--- config.mk ---
export PLATFORM = sky130hd
export DESIGN_NAME = wave_capture_ctrl
export DESIGN_NICKNAME = d
export VERILOG_FILES = /design/src/rtl/wave_pkg.sv /design/src/rtl/wave_capture_ctrl_trig_detect.sv /design/src/rtl/wave_capture_ctrl.sv
export SDC_FILE = /design/constraint.sdc
export NUM_CORES = 1
export LEC_CHECK = 0
export ABC_AREA = 1
export CAP_MARGIN = 20
export CORE_ASPECT_RATIO = 1.2
export CORE_MARGIN = 4
export CORE_UTILIZATION = 55
export DETAILED_ROUTE_END_ITERATION = 6
export GPL_TIMING_DRIVEN = 0
export PLACE_DENSITY = 0.88
export SYNTH_ARGS = -nofsm -noshare
export SYNTH_HDL_FRONTEND = slang
export SYNTH_HIERARCHICAL = 1
export SYNTH_SLANG_ARGS = --single-unit
--- constraint.sdc ---
create_clock -name ad_clk -period 2.4 [get_ports ad_clk]
set_clock_uncertainty 0.2 [all_clocks]
set_input_delay 0.48 -clock ad_clk [delete_from_list [all_inputs] [get_ports ad_clk]]
set_output_delay 0.48 -clock ad_clk [all_outputs]
set_load 0.02 [all_outputs]
--- src/rtl/wave_pkg.sv ---
// wave_pkg: constants and encodings shared by the wave-RAM writer
// (wave_capture_ctrl) and the LCD waveform reader (lcd_display).
//   WAVE_DEPTH : points per frame, equal to the display's column count
//   WAVE_AW    : wave RAM address width
//   TRIG_RISE / TRIG_FALL : trig_edge encodings
//   wave_state_e : capture FSM states
package wave_pkg;

  localparam int WAVE_DEPTH = 300;
  localparam int WAVE_AW    = 9;

  localparam logic TRIG_RISE = 1'b0;
  localparam logic TRIG_FALL = 1'b1;

  typedef enum logic [1:0] {
    PRE_FILL = 2'd0,
    ARMED    = 2'd1,
    POST     = 2'd2,
    HOLD     = 2'd3
  } wave_state_e;

endpackage

--- src/rtl/wave_capture_ctrl_trig_detect.sv ---
// trig_detect: edge detector for the wave capture trigger.
// Holds the previous strobed sample and compares it and the current
// strobed sample against the trigger level.
//   clk, rst_n  : AD clock, synchronous active-low reset
//   strobe      : decimator sample strobe; prev only advances on strobes
//   sample      : current AD sample
//   level       : trigger level
//   edge_sel    : TRIG_RISE / TRIG_FALL
//   trig_hit    : combinational, high on the strobe whose sample crosses
module trig_detect
  import wave_pkg::*;
(
  input  logic       clk,
  input  logic       rst_n,
  input  logic       strobe,
  input  logic [7:0] sample,
  input  logic [7:0] level,
  input  logic       edge_sel,
  output logic       trig_hit
);

  logic [7:0] prev_q, prev_d;

  // prev follows every strobe regardless of capture state, so the first
  // compare after re-arming uses real history rather than a stale value.
  always_comb begin
    prev_d = prev_q;
    if (strobe) prev_d = sample;
  end

  always_ff @(posedge clk) begin
    if (!rst_n) prev_q <= '0;
    else        prev_q <= prev_d;
  end

  always_comb begin
    trig_hit = 1'b0;
    if (strobe) begin
      if (edge_sel == TRIG_RISE) trig_hit = (prev_q < level) && (sample >= level);
      else                       trig_hit = (prev_q > level) && (sample <= level);
    end
  end

endmodule

--- src/rtl/wave_capture_ctrl.sv ---
// wave_capture_ctrl: writer side of the LCD wave RAM (AD clock domain).
// Writes decimated samples into a DEPTH-point circular buffer, keeps
// PRE_TRIG samples of history before the trigger, freezes a full frame and
// re-arms when the display reports the frame has been drawn.
//   ad_clk, rst_n          : clock, synchronous active-low reset
//   ad_data, deci_en       : sample and decimator strobe
//   trig_level, trig_edge  : trigger level and edge select
//   wr_over                : frame-drawn pulse from the LCD domain
//   ram_wr_en/addr/data    : wave RAM write port (1-cycle latency)
//   frame_base             : RAM address of display column 0
//   frame_valid            : a complete frame is frozen
//   trig_found             : 1 = real trigger, 0 = auto timeout
module wave_capture_ctrl
  import wave_pkg::*;
#(
  parameter int DEPTH    = WAVE_DEPTH,
  parameter int PRE_TRIG = 150,
  parameter int AUTO_TO  = 4096,
  parameter int AW       = WAVE_AW
) (
  input  logic          ad_clk,
  input  logic          rst_n,
  input  logic [7:0]    ad_data,
  input  logic          deci_en,
  input  logic [7:0]    trig_level,
  input  logic          trig_edge,
  input  logic          wr_over,
  output logic          ram_wr_en,
  output logic [AW-1:0] ram_wr_addr,
  output logic [7:0]    ram_wr_data,
  output logic [AW-1:0] frame_base,
  output logic          frame_valid,
  output logic          trig_found
);

  localparam int CW  = $clog2(((DEPTH > AUTO_TO) ? DEPTH : AUTO_TO) + 1);
  localparam int AW1 = AW + 1;
  localparam logic [CW-1:0] PRE_CNT   = CW'(PRE_TRIG);
  localparam logic [CW-1:0] POST_CNT  = CW'(DEPTH - PRE_TRIG - 1);
  localparam logic [CW-1:0] TO_CNT    = CW'(AUTO_TO);
  localparam logic [AW-1:0] LAST_ADDR = AW'(DEPTH - 1);
  localparam logic [AW:0]   DEPTH_X   = AW1'(DEPTH);
  localparam logic [AW:0]   PRE_X     = AW1'(PRE_TRIG);

  // Oldest frame address: (t - PRE_TRIG) mod DEPTH, adding DEPTH first when
  // t is below PRE_TRIG so the intermediate never goes negative.
  function automatic logic [AW-1:0] base_of(input logic [AW-1:0] t);
    logic [AW:0] tx;
    tx = {1'b0, t};
    if (tx >= PRE_X) return AW'(tx - PRE_X);
    else             return AW'(tx + DEPTH_X - PRE_X);
  endfunction

  wave_state_e   state_q, state_d;
  logic [AW-1:0] wptr_q, wptr_d, wptr_inc;
  logic [CW-1:0] cnt_q, cnt_d, cnt_inc;
  logic [AW-1:0] t_addr_q, t_addr_d;
  logic          trig_real_q, trig_real_d;
  logic          ram_wr_en_q, ram_wr_en_d;
  logic [AW-1:0] ram_wr_addr_q, ram_wr_addr_d;
  logic [7:0]    ram_wr_data_q, ram_wr_data_d;
  logic [AW-1:0] frame_base_q, frame_base_d;
  logic          frame_valid_q, frame_valid_d;
  logic          trig_found_q, trig_found_d;
  logic          sync1_q, sync2_q, sync3_q;
  logic          ovr_p;
  logic          trig_hit;

  trig_detect u_trig (
    .clk      (ad_clk),
    .rst_n    (rst_n),
    .strobe   (deci_en),
    .sample   (ad_data),
    .level    (trig_level),
    .edge_sel (trig_edge),
    .trig_hit (trig_hit)
  );

  // wr_over comes from lcd_pclk: two flops to resynchronise, a third to
  // find its rising edge so a long pulse re-arms only once.
  assign ovr_p = sync2_q & ~sync3_q;

  always_comb begin
    state_d       = state_q;
    wptr_d        = wptr_q;
    cnt_d         = cnt_q;
    t_addr_d      = t_addr_q;
    trig_real_d   = trig_real_q;
    ram_wr_en_d   = 1'b0;
    ram_wr_addr_d = ram_wr_addr_q;
    ram_wr_data_d = ram_wr_data_q;
    frame_base_d  = frame_base_q;
    frame_valid_d = frame_valid_q;
    trig_found_d  = trig_found_q;
    cnt_inc       = cnt_q + 1'b1;
    wptr_inc      = (wptr_q == LAST_ADDR) ? '0 : wptr_q + 1'b1;

    if (state_q != HOLD && deci_en) begin
      ram_wr_en_d   = 1'b1;
      ram_wr_addr_d = wptr_q;
      ram_wr_data_d = ad_data;
      wptr_d        = wptr_inc;
    end

    case (state_q)
      PRE_FILL: begin
        if (deci_en) begin
          if (cnt_inc == PRE_CNT) begin
            state_d = ARMED;
            cnt_d   = '0;
          end else begin
            cnt_d = cnt_inc;
          end
        end
      end
      ARMED: begin
        // A real trigger takes precedence over a simultaneous timeout.
        if (deci_en) begin
          if (trig_hit || cnt_inc == TO_CNT) begin
            state_d     = POST;
            cnt_d       = '0;
            t_addr_d    = wptr_q;
            trig_real_d = trig_hit;
          end else begin
            cnt_d = cnt_inc;
          end
        end
      end
      POST: begin
        if (deci_en) begin
          if (cnt_inc == POST_CNT) begin
            state_d       = HOLD;
            cnt_d         = '0;
            frame_valid_d = 1'b1;
            frame_base_d  = base_of(t_addr_q);
            trig_found_d  = trig_real_q;
          end else begin
            cnt_d = cnt_inc;
          end
        end
      end
      HOLD: begin
        if (ovr_p) begin
          state_d       = PRE_FILL;
          cnt_d         = '0;
          frame_valid_d = 1'b0;
        end
      end
      default: state_d = PRE_FILL;
    endcase
  end

  always_ff @(posedge ad_clk) begin
    if (!rst_n) begin
      state_q       <= PRE_FILL;
      wptr_q        <= '0;
      cnt_q         <= '0;
      t_addr_q      <= '0;
      trig_real_q   <= 1'b0;
      ram_wr_en_q   <= 1'b0;
      ram_wr_addr_q <= '0;
      ram_wr_data_q <= '0;
      frame_base_q  <= '0;
      frame_valid_q <= 1'b0;
      trig_found_q  <= 1'b0;
      sync1_q       <= 1'b0;
      sync2_q       <= 1'b0;
      sync3_q       <= 1'b0;
    end else begin
      state_q       <= state_d;
      wptr_q        <= wptr_d;
      cnt_q         <= cnt_d;
      t_addr_q      <= t_addr_d;
      trig_real_q   <= trig_real_d;
      ram_wr_en_q   <= ram_wr_en_d;
      ram_wr_addr_q <= ram_wr_addr_d;
      ram_wr_data_q <= ram_wr_data_d;
      frame_base_q  <= frame_base_d;
      frame_valid_q <= frame_valid_d;
      trig_found_q  <= trig_found_d;
      sync1_q       <= wr_over;
      sync2_q       <= sync1_q;
      sync3_q       <= sync2_q;
    end
  end

  assign ram_wr_en   = ram_wr_en_q;
  assign ram_wr_addr = ram_wr_addr_q;
  assign ram_wr_data = ram_wr_data_q;
  assign frame_base  = frame_base_q;
  assign frame_valid = frame_valid_q;
  assign trig_found  = trig_found_q;

endmodule

==> impl_metrics.json, run 1 <==
{
  "synth_seq_cells": 74,
  "die_w_microns": 87.9,
  "place_area_sq_um": 4820,
  "synth_cell_type_count": 34,
  "postSynthAreaPerCell_sq_um": 7.05,
  "drv_slew": 0,
  "netlist_instances": 598,
  "worstPathArrival_ns": 2.46,
  "r2r_end": "cnt_q[6]$_SDFFE_PN0P_",
  "clkTransAtPathRegs_ns": 0.09,
  "die_y_microns": 104,
  "cpPeakStageDelay_ns": 0.24,
  "vias": 4462,
  "postRouteWirelength_microns": 12800,
  "hold_path_class": "register to register",
  "start_util_pct": 57.3,
  "gp_congestion": 0.920,
  "critPathCaptureType": "register",
  "drtIter0Drc": 326,
  "synth_top_family_by_area": "simple AND/OR/NAND/NOR gates",
  "power_frac_clock_pct": 37.8,
  "setup_tns_ns": -0.0217,
  "hpwl_microns": 7920,
  "synthToLayoutAreaGrowth_pct": 30.6,
  "max_slew_margin_pct": 50.2,
  "fin_nets": 721,
  "fin_ws_ns": -0.0169,
  "violations": "negative setup slack",
  "grt_overflow_total": 0,
  "reg2reg_depth": 14,
  "p_leak_nw": 2.30,
  "die-area_sq_um": 9140,
  "netlist_area_sq_um": 4220,
  "synth_mux_area_share_pct": 0,
  "grt_pass1_wl_microns": 19000,
  "fin_crit_ns": 2.42,
  "core_area_sq_um": 7360,
  "path_max_fanout": 5,
  "synth-compound-area-share_pct": 15.0,
  "cts_tree": "yes",
  "clockBufferDepth": 2,
  "crit_type": "input pin to register",
  "start_kind": "input pin",
  "drc": 0,
  "slowest_stage": "dlygate4sd2_1",
  "synthArstFlopShare_pct": 0,
  "combPwrFrac_pct": 14.8,
  "cts_sinks": 74,
  "synth_simple_gate_area_share_pct": 29.9,
  "p_sw_share_pct": 29.3,
  "clock_latency_ns": 0.36,
  "htree_num_levels": 3,
  "drtAntennaViolNets": 0,
  "grt_max_degree": 16,
  "required_ns": 2.45,
  "synth_common_cells": "nand2_1, nor2_1, dfxtp_1, inv_1, o21ai_0",
  "grt_usage_pct": 25.7,
  "synth_edf_count": 0,
  "power_density_nw_per_um2": 496,
  "fin_area_sq_um": 5510,
  "drive_gt1_share_pct": 23.9,
  "ys_seq_area_share_pct": 35.1,
  "fmax_mhz": 414,
  "grt_pass1_vias": 4315,
  "fp-row-count": 34,
  "hold_viol_final": 0,
  "via_per_inst": 5.81,
  "port_buffers": 49,
  "rsz0062_at_grt": "true",
  "antenna_found_initial": 0,
  "dr.pass1.iters": 5,
  "final.period_utilization_pct": 101,
  "peakVddDrop_uv": 542,
  "p_int_mw": 1.93,
  "startpoint": "ad_data[0]",
  "syn-num-nets": 646,
  "cts-buffers-inserted": 9,
  "critPathMostFrequentCell": "nand2_1",
  "post_drt_wl_per_cell_microns": 16.6,
  "crit_path_end": "cnt_q[4]$_SDFFE_PN0P_",
  "setup_viol": 3,
  "synthAdderAreaFrac_pct": 8.01,
  "synth_flop_cell": "dfxtp_1",
  "p_sw_mw": 0.799,
  "ioPinCount": 50,
  "pwr-share-seq_pct": 47.4,
  "r2r_slack_ns": 0.05,
  "synth_xor_area_share_pct": 2.28,
  "yosys.area.top_type": "dfxtp_1",
  "insertedDiodeCount": 0,
  "path_cells": "dlygate4sd2_1, inv_2, ha_1, inv_1, nand2_1, nand2_1, nand2_1, nand2_1, nand2_1, nand3_1, nand2_1, nand2_1, nand2_1, nor2_2, inv_2, nand3_4, nand3_4, buf_16, nand2_2, a21oi_2",
  "run_status": "finished, violations left",
  "worstMarginPinSlew_ns": 0.739,
  "power_mw": 2.73,
  "synth_area_leaders": "dfxtp_1, nand2_1, ha_1",
  "synth.top_cell.area_share_pct": 35.1,
  "yosysMostFrequentCell": "nand2_1",
  "clock-root-buffer": "clkbuf_8",
  "drv_cap": 0,
  "synth_warnings": 6,
  "reg2reg_from": "u_trig/prev_q[6]$_SDFFE_PN0P_"
}
[registers in the layout (all words and copies together), names as in the netlist]
name,flops
trig_real_q,1
sync3_q,1
ram_wr_en,1
u_trig/prev_q,8
wptr_q,9
frame_valid,1
state_q,2
t_addr_q,9
sync2_q,1
ram_wr_addr,9
cnt_q,13
sync1_q,1
ram_wr_data,8
frame_base,9
trig_found,1
[worst min-delay path by stage]
stage	startpoint	endpoint	slack, ns	cells past startpoint
floorplan	sync1_q$_SDFF_PN0_	sync2_q$_SDFF_PN0_	0.19	2
global placement	sync1_q$_SDFF_PN0_	sync2_q$_SDFF_PN0_	0.20	2
detailed placement	sync1_q$_SDFF_PN0_	sync2_q$_SDFF_PN0_	0.22	2
CTS	sync1_q$_SDFF_PN0_	sync2_q$_SDFF_PN0_	0.24	2
global route	sync1_q$_SDFF_PN0_	sync2_q$_SDFF_PN0_	0.27	2
finish	sync1_q$_SDFF_PN0_	sync2_q$_SDFF_PN0_	0.23	2
[power by group through the flow]
stage | logic (mW) | registers, mW | clock network (mW)
floorplan | 0.162 | 1.33 | 0
global placement | 0.294 | 1.31 | 0
detailed placement | 0.311 | 1.32 | 0
CTS | 0.344 | 1.29 | 1.03
global route | 0.438 | 1.30 | 1.08
finish | 0.403 | 1.29 | 1.03
[metal layers]
metal / track usage, % / wire length, microns
met3: 5.31 / 999
met1: 28.2 / 4480
met4: 12.7 / 566
met2: 45.5 / 6720
met5: 0 / 0
[per-stage QoR]
step	hold WS, ns	utilization (%)	cells	setup slack, ns
finish	0.235	74.8	768	-0.0169
CTS	0.238	71.5	758	0.00127
global placement	0.201	65.5	737	-0.560
detailed placement	0.219	65.5	737	-0.645
global route	0.272	74.8	768	-0.125
floorplan	0.190	-	598	0.159
[cells by family after synthesis]
group | count (synthesis)
xor+xnor | 11
simple gates | 279
fa+ha+maj | 27
buf+inv | 95
flops | 74
compound gates | 112
[final cells by class]
cell class,count,area (sq um)
Buffer,15,105
Clock buffer,9,124
Clock inverter,7,83.8
Fill cell,491,1850
Inverter,79,299
Multi-Input combinational cell,429,2690
Sequential cell,74,1490
Tap cell,90,113
Timing Repair Buffer,65,604
[placed cells by master (no fill, tap or decap), types with 7 or more instances in the layout]
master	count
a21oi_1	32
a21oi_2	14
buf_4	15
clkbuf_8	9
clkdlybuf4s50_1	32
dfxtp_1	70
dlygate4sd2_1	9
ha_1	15
ha_4	11
inv_1	63
inv_2	14
nand2_1	106
nand2_2	27
nand3_1	12
nand3_2	8
nand4_1	7
nor2_1	78
nor2_2	7
nor2_4	13
nor3_1	8
o21ai_0	45
xor2_1	7
[critical path: cells and delay by family]
| family | cells | cell delay [ns] |
|---|---|---|
| and+or+nand+nor | 13 | 1.10 |
| buffers and inverters | 5 | 0.63 |
| AOI/OAI and AO/OA | 1 | 0.05 |
| adders and majority gates | 1 | 0.19 |
[timing repair]
item / 4_1_cts / 5_1_grt
resized for setup: 57 / 59
setup buffers: 3 / 10
pin swaps: 23 / 25
hold buffers: 0 / 0
setup endpoints to repair: 42 / 36
gates cloned: 2 / 1
Note: power is estimated with default switching activity, not from simulation.
==> inputs of run 2 (changes only) <==
Settings changed: ABC_CLOCK_PERIOD_IN_PS from default to 2400, MAX_ROUTING_LAYER from default to met4.
==> impl_metrics.json, run 2 (synthesis results as in run 1) <==
{
  "run_status": "finished, final reports clean",
  "grt_usage_pct": 27.2,
  "grt_pass1_wl_microns": 19400,
  "drv_cap": 0,
  "htree_num_levels": 3,
  "utilization_pct": 75.4,
  "reg2reg_depth": 16,
  "final.period_utilization_pct": 99.9,
  "vias": 4339,
  "die-area_sq_um": 9140,
  "fin_nets": 721,
  "fmax_mhz": 417,
  "power_density_nw_per_um2": 490,
  "cts_hold_buffers": 0,
  "clock-root-buffer": "clkbuf_8",
  "path_max_fanout": 5,
  "peakVddDrop_uv": 482,
  "cts-buffers-inserted": 9,
  "hpwl_microns": 7990,
  "port_buffers": 49,
  "largest_reg_flops": 13,
  "fin_crit_ns": 2.40,
  "cts_sinks": 74,
  "fp-row-count": 34,
  "gp_congestion": 0.951,
  "hold_slack_ns": 0.236,
  "min_path_cells": 2,
  "worstPathArrival_ns": 2.43,
  "core_area_sq_um": 7360,
  "postRouteWirelength_microns": 12400,
  "worstMarginPinSlew_ns": 0.693,
  "critPathMostFrequentCell": "nand2_1",
  "layout_common_cells": "nand2_1, nor2_1, dfxtp_1",
  "antenna_found_initial": 0,
  "max_flop_register": "cnt_q",
  "clockBufferDepth": 2,
  "hold_path_class": "register to register",
  "synthToLayoutAreaGrowth_pct": 31.6,
  "grt_pass1_vias": 4323,
  "dr.pass1.iters": 7,
  "setup_viol": 0,
  "drtIter0Drc": 254,
  "critPathCaptureType": "register",
  "hold_viol_final": 0,
  "start_util_pct": 57.3,
  "cts_tree": "yes",
  "crit_type": "input pin to register",
  "clkTransAtPathRegs_ns": 0.08,
  "required_ns": 2.44,
  "via_per_inst": 5.65,
  "drv_slew": 0,
  "drive_gt1_share_pct": 23.9,
  "insertedDiodeCount": 0,
  "p_leak_nw": 2.31,
  "start_kind": "input pin",
  "cpPeakStageDelay_ns": 0.32,
  "max_slew_margin_pct": 53.3,
  "post_drt_wl_per_cell_microns": 16.2,
  "rsz0062_at_grt": "true",
  "drtAntennaViolNets": 0,
  "drc": 0,
  "die_y_microns": 104,
  "mostFrequentLayoutCell": "nand2_1",
  "grt_overflow_total": 0,
  "slowest_stage": "ha_4",
  "grt_max_degree": 16,
  "clock_latency_ns": 0.37,
  "ioPinCount": 50,
  "path_cells": "dlygate4sd2_1, ha_4, nand2_4, nor2_4, nand4_2, nand3_1, nand2_1, nand2_1, nand2_1, nor2_2, inv_2, nand3_4, nand3_4, buf_12, buf_8, nand2_4, a21oi_2",
  "die_w_microns": 87.9
}
-- run 2: cell count changes in the layout (fill, tap and decap cells not counted), sizes merged --
cell and change:
bufbuf +1, dlygate4sd2 -1, inv -1, buf -2
clkinvlp +1, clkbuf +2
-- run 2: critical path, delay by kind of cell --
kind / cells / cell delay [ns]
AO/OA/AOI/OAI: 1 / 0.04
adder cells (fa/ha/maj): 1 / 0.32
buffers and inverters: 4 / 0.65
AND/OR/NAND/NOR: 11 / 0.93
-- run 2: worst paths after layout --
kind	startpoint	endpoint	slack, ns
worst min-delay path	sync1_q$_SDFF_PN0_	sync2_q$_SDFF_PN0_	0.24
worst min register to register	sync1_q$_SDFF_PN0_	sync2_q$_SDFF_PN0_	0.24
worst max-delay path	ad_data[7]	cnt_q[4]$_SDFFE_PN0P_	0.002
worst max register to register	cnt_q[0]$_SDFFE_PN0P_	cnt_q[4]$_SDFFE_PN0P_	0.002
-- run 2: where the power goes --
| group | leakage, nW | switching (mW) | internal (mW) | total [mW] |
|---|---|---|---|---|
| registers | 0.606 | 0.0338 | 1.26 | 1.30 |
| logic | 1.60 | 0.230 | 0.166 | 0.396 |
| clock network | 0.0984 | 0.528 | 0.496 | 1.02 |
-- run 2: stage by stage --
stage	instances	instance area [sq um]	setup TNS [ns]	worst slack, ns	power (mW)
after floorplan	598	4220	0	0.159	1.49
after global placement	737	4820	-15.82	-0.559	1.61
after detailed placement	737	4820	-17.77	-0.621	1.63
after CTS	760	5340	0	0.00209	2.65
after global routing	768	5550	-1.49	-0.115	2.82
final	768	5550	0	0.00228	2.72
-- run 2: final cells by class --
type,instances,area [sq um]
Multi-Input combinational cell,429,2720
Inverter,79,297
Sequential cell,74,1490
Fill cell,491,1810
Timing Repair Buffer,64,611
Clock inverter,7,82.6
Clock buffer,9,124
Buffer,16,110
Tap cell,90,113
-- run 2: what timing repair did --
| item | 4_1_cts | 5_1_grt |
|---|---|---|
| pin swaps | 24 | 33 |
| hold endpoints to repair | 0 | 0 |
| setup buffers | 5 | 8 |
| resized for setup | 61 | 52 |
| endpoints found under the setup margin | 40 | 40 |
| gates cloned | 2 | 0 |
-- run 2: routing by layer --
layer  part of all wire (%)  up-vias  routed length (microns)  track usage [%]
li1                       -     2057                        -                -
met1                     37     2031                     4580             28.9
met2                     53      196                     6590             46.3
met3                    5.8       55                      723             5.55
met4                    4.2        0                      516             14.4
met5                      0        -                        0                -
==> inputs of run 3 (changes only) <==
Settings changed: CORE_MARGIN 4 to 10, SETUP_SLACK_MARGIN from default to 0.4.
==> impl_metrics.json, run 3 (synthesis results as in run 1) <==
{
  "postRouteWirelength_microns": 13000,
  "fin_ws_ns": 0.0782,
  "required_ns": 2.50,
  "fmax_mhz": 431,
  "worstMarginPinSlew_ns": 0.820,
  "startpoint": "rst_n",
  "crit_type": "input pin to register",
  "max_flop_register": "cnt_q",
  "cts_tree": "yes",
  "regArea_sq_um": 1500,
  "critPathCaptureType": "register",
  "clkTransAtPathRegs_ns": 0.08,
  "via_per_inst": 5.66,
  "power_density_nw_per_um2": 496,
  "antenna_found_initial": 0,
  "die-area_sq_um": 11600,
  "grt_overflow_total": 0,
  "die_w_microns": 99.9,
  "drv_cap": 0,
  "mostFrequentLayoutCell": "nand2_1",
  "vias": 4377,
  "clock_latency_ns": 0.37,
  "drtAntennaViolNets": 0,
  "core_area_sq_um": 7360,
  "drc": 0,
  "layout_common_cells": "nand2_1, nor2_1, inv_1, dfxtp_1, o21ai_0",
  "cpPeakStageDelay_ns": 0.84,
  "cts-buffers-inserted": 9,
  "hold_viol_final": 0,
  "hold_path_class": "input pin to register",
  "fp-row-count": 34,
  "start_util_pct": 57.3,
  "hold_slack_ns": 0.181,
  "path_max_fanout": 14,
  "fin_nets": 726,
  "fin_crit_ns": 2.32,
  "cp_num_cells": 4,
  "dr.pass1.iters": 5,
  "place_area_sq_um": 5090,
  "worstPathArrival_ns": 2.42,
  "r2r_end": "state_q[1]$_SDFFE_PN0P_",
  "setup_viol": 0,
  "reg2reg_depth": 13,
  "reg2reg_from": "cnt_q[0]$_SDFFE_PN0P_",
  "final.period_utilization_pct": 96.7,
  "hpwl_microns": 8170,
  "multi_input_comb_area_sq_um": 2910,
  "r2r_slack_ns": 0.12,
  "post_drt_wl_per_cell_microns": 16.8,
  "path_cells": "clkdlybuf4s50_1, clkbuf_1, o21ai_0, a21oi_1",
  "p_leak_nw": 2.57,
  "power_mw": 2.93,
  "utilization_pct": 80.2,
  "grt_pass1_wl_microns": 20500,
  "rsz0062_at_grt": "true",
  "cts_hold_buffers": 0,
  "peakVddDrop_uv": 603,
  "gp_congestion": 0.930,
  "grt_max_degree": 15,
  "drv_slew": 0,
  "crit_buf_inv": 2,
  "fillers": 453,
  "insertedDiodeCount": 0,
  "grt_pass1_vias": 4517,
  "port_buffers": 49,
  "synthToLayoutAreaGrowth_pct": 40.0,
  "die_y_microns": 116,
  "slowest_stage": "clkdlybuf4s50_1",
  "cp_top_family": "buffers and inverters",
  "pre_cts_slack_ns": -0.620,
  "start_kind": "input pin",
  "clock-root-buffer": "clkbuf_8",
  "htree_num_levels": 3,
  "largest_reg_flops": 13,
  "run_status": "finished, final reports clean",
  "max_slew_margin_pct": 45.3,
  "clockBufferDepth": 2,
  "ioPinCount": 50,
  "crit_path_end": "ram_wr_addr[6]$_SDFFE_PN0P_",
  "drtIter0Drc": 277,
  "fin_area_sq_um": 5900,
  "grt_usage_pct": 21.9,
  "drive_gt1_share_pct": 33.4,
  "cts_sinks": 74
}
==> run 3: cell count changes in the layout (fill, tap and decap cells not counted), moves of 7 or more <==
cell and delta:
a21oi_2 +14, o21ai_0 -12, dfxtp_2 +9, a21oi_1 -14
clkdlybuf4s50_1 -28, clkdlybuf4s15_2 +11, dlygate4sd2_1 +13, dlymetal6s2s_1 +7
dfxtp_1 -9, nand2_1 -9
==> run 3: where the power goes <==
group          internal [mW]  leakage, nW  total, mW  switching (mW)
clock network          0.699        0.120       1.23           0.529
logic                  0.162         1.84      0.403           0.241
registers               1.26        0.609       1.29          0.0292
==> run 3: worst min-delay path, stage by stage <==
cell and delay (ns):
clkbuf_2 0.10, nor2_1 0.04, nor2_1 0.09
==> run 3: worst min path at each step <==
stage                             endpoint          startpoint  cells after the start
2_1_floorplan           sync2_q$_SDFF_PN0_  sync1_q$_SDFF_PN0_                      2
3_3_place_gp            sync2_q$_SDFF_PN0_  sync1_q$_SDFF_PN0_                      2
3_5_place_dp            sync2_q$_SDFF_PN0_  sync1_q$_SDFF_PN0_                      2
4_1_cts                 sync2_q$_SDFF_PN0_  sync1_q$_SDFF_PN0_                      2
5_1_grt        ram_wr_data[0]$_SDFFE_PN0P_          ad_data[0]                      3
6_report       ram_wr_data[0]$_SDFFE_PN0P_          ad_data[0]                      3
==> run 3: routing by layer <==
| metal | vias up | global-route usage [%] | part of all wire, % |
|---|---|---|---|
| met5 | - | - | 0 |
| met4 | 0 | 9.47 | 3.4 |
| met3 | 55 | 5.12 | 6.9 |
| met2 | 203 | 37.8 | 52 |
| met1 | 2037 | 23.5 | 38 |
| li1 | 2082 | - | - |
==> run 3: what timing repair did <==
| action | 4_1_cts | 5_1_grt |
|---|---|---|
| resized for setup | 144 | 69 |
| endpoints found under the setup margin | 79 | 60 |
| pin swaps | 30 | 25 |
| buffers inserted | 12 | 5 |
| cloned | 3 | 0 |
==> run 3: layout make-up <==
class | count | share of cell area, %
clock buffer | 9 | 2.10
tap | 90 | 1.91
buffer | 16 | 1.89
inverter | 79 | 5.89
timing repair buffer | 69 | 11.3
clock inverter | 7 | 2.10
multi-input combinational | 429 | 49.4
sequential | 74 | 25.5
==> run 3: through the flow <==
step	TNS [ns]	std cells
2_1_floorplan	0	598
3_3_place_gp	-16.46	737
3_5_place_dp	-17.98	737
4_1_cts	0	768
5_1_grt	-0.0821	773
6_report	0	773
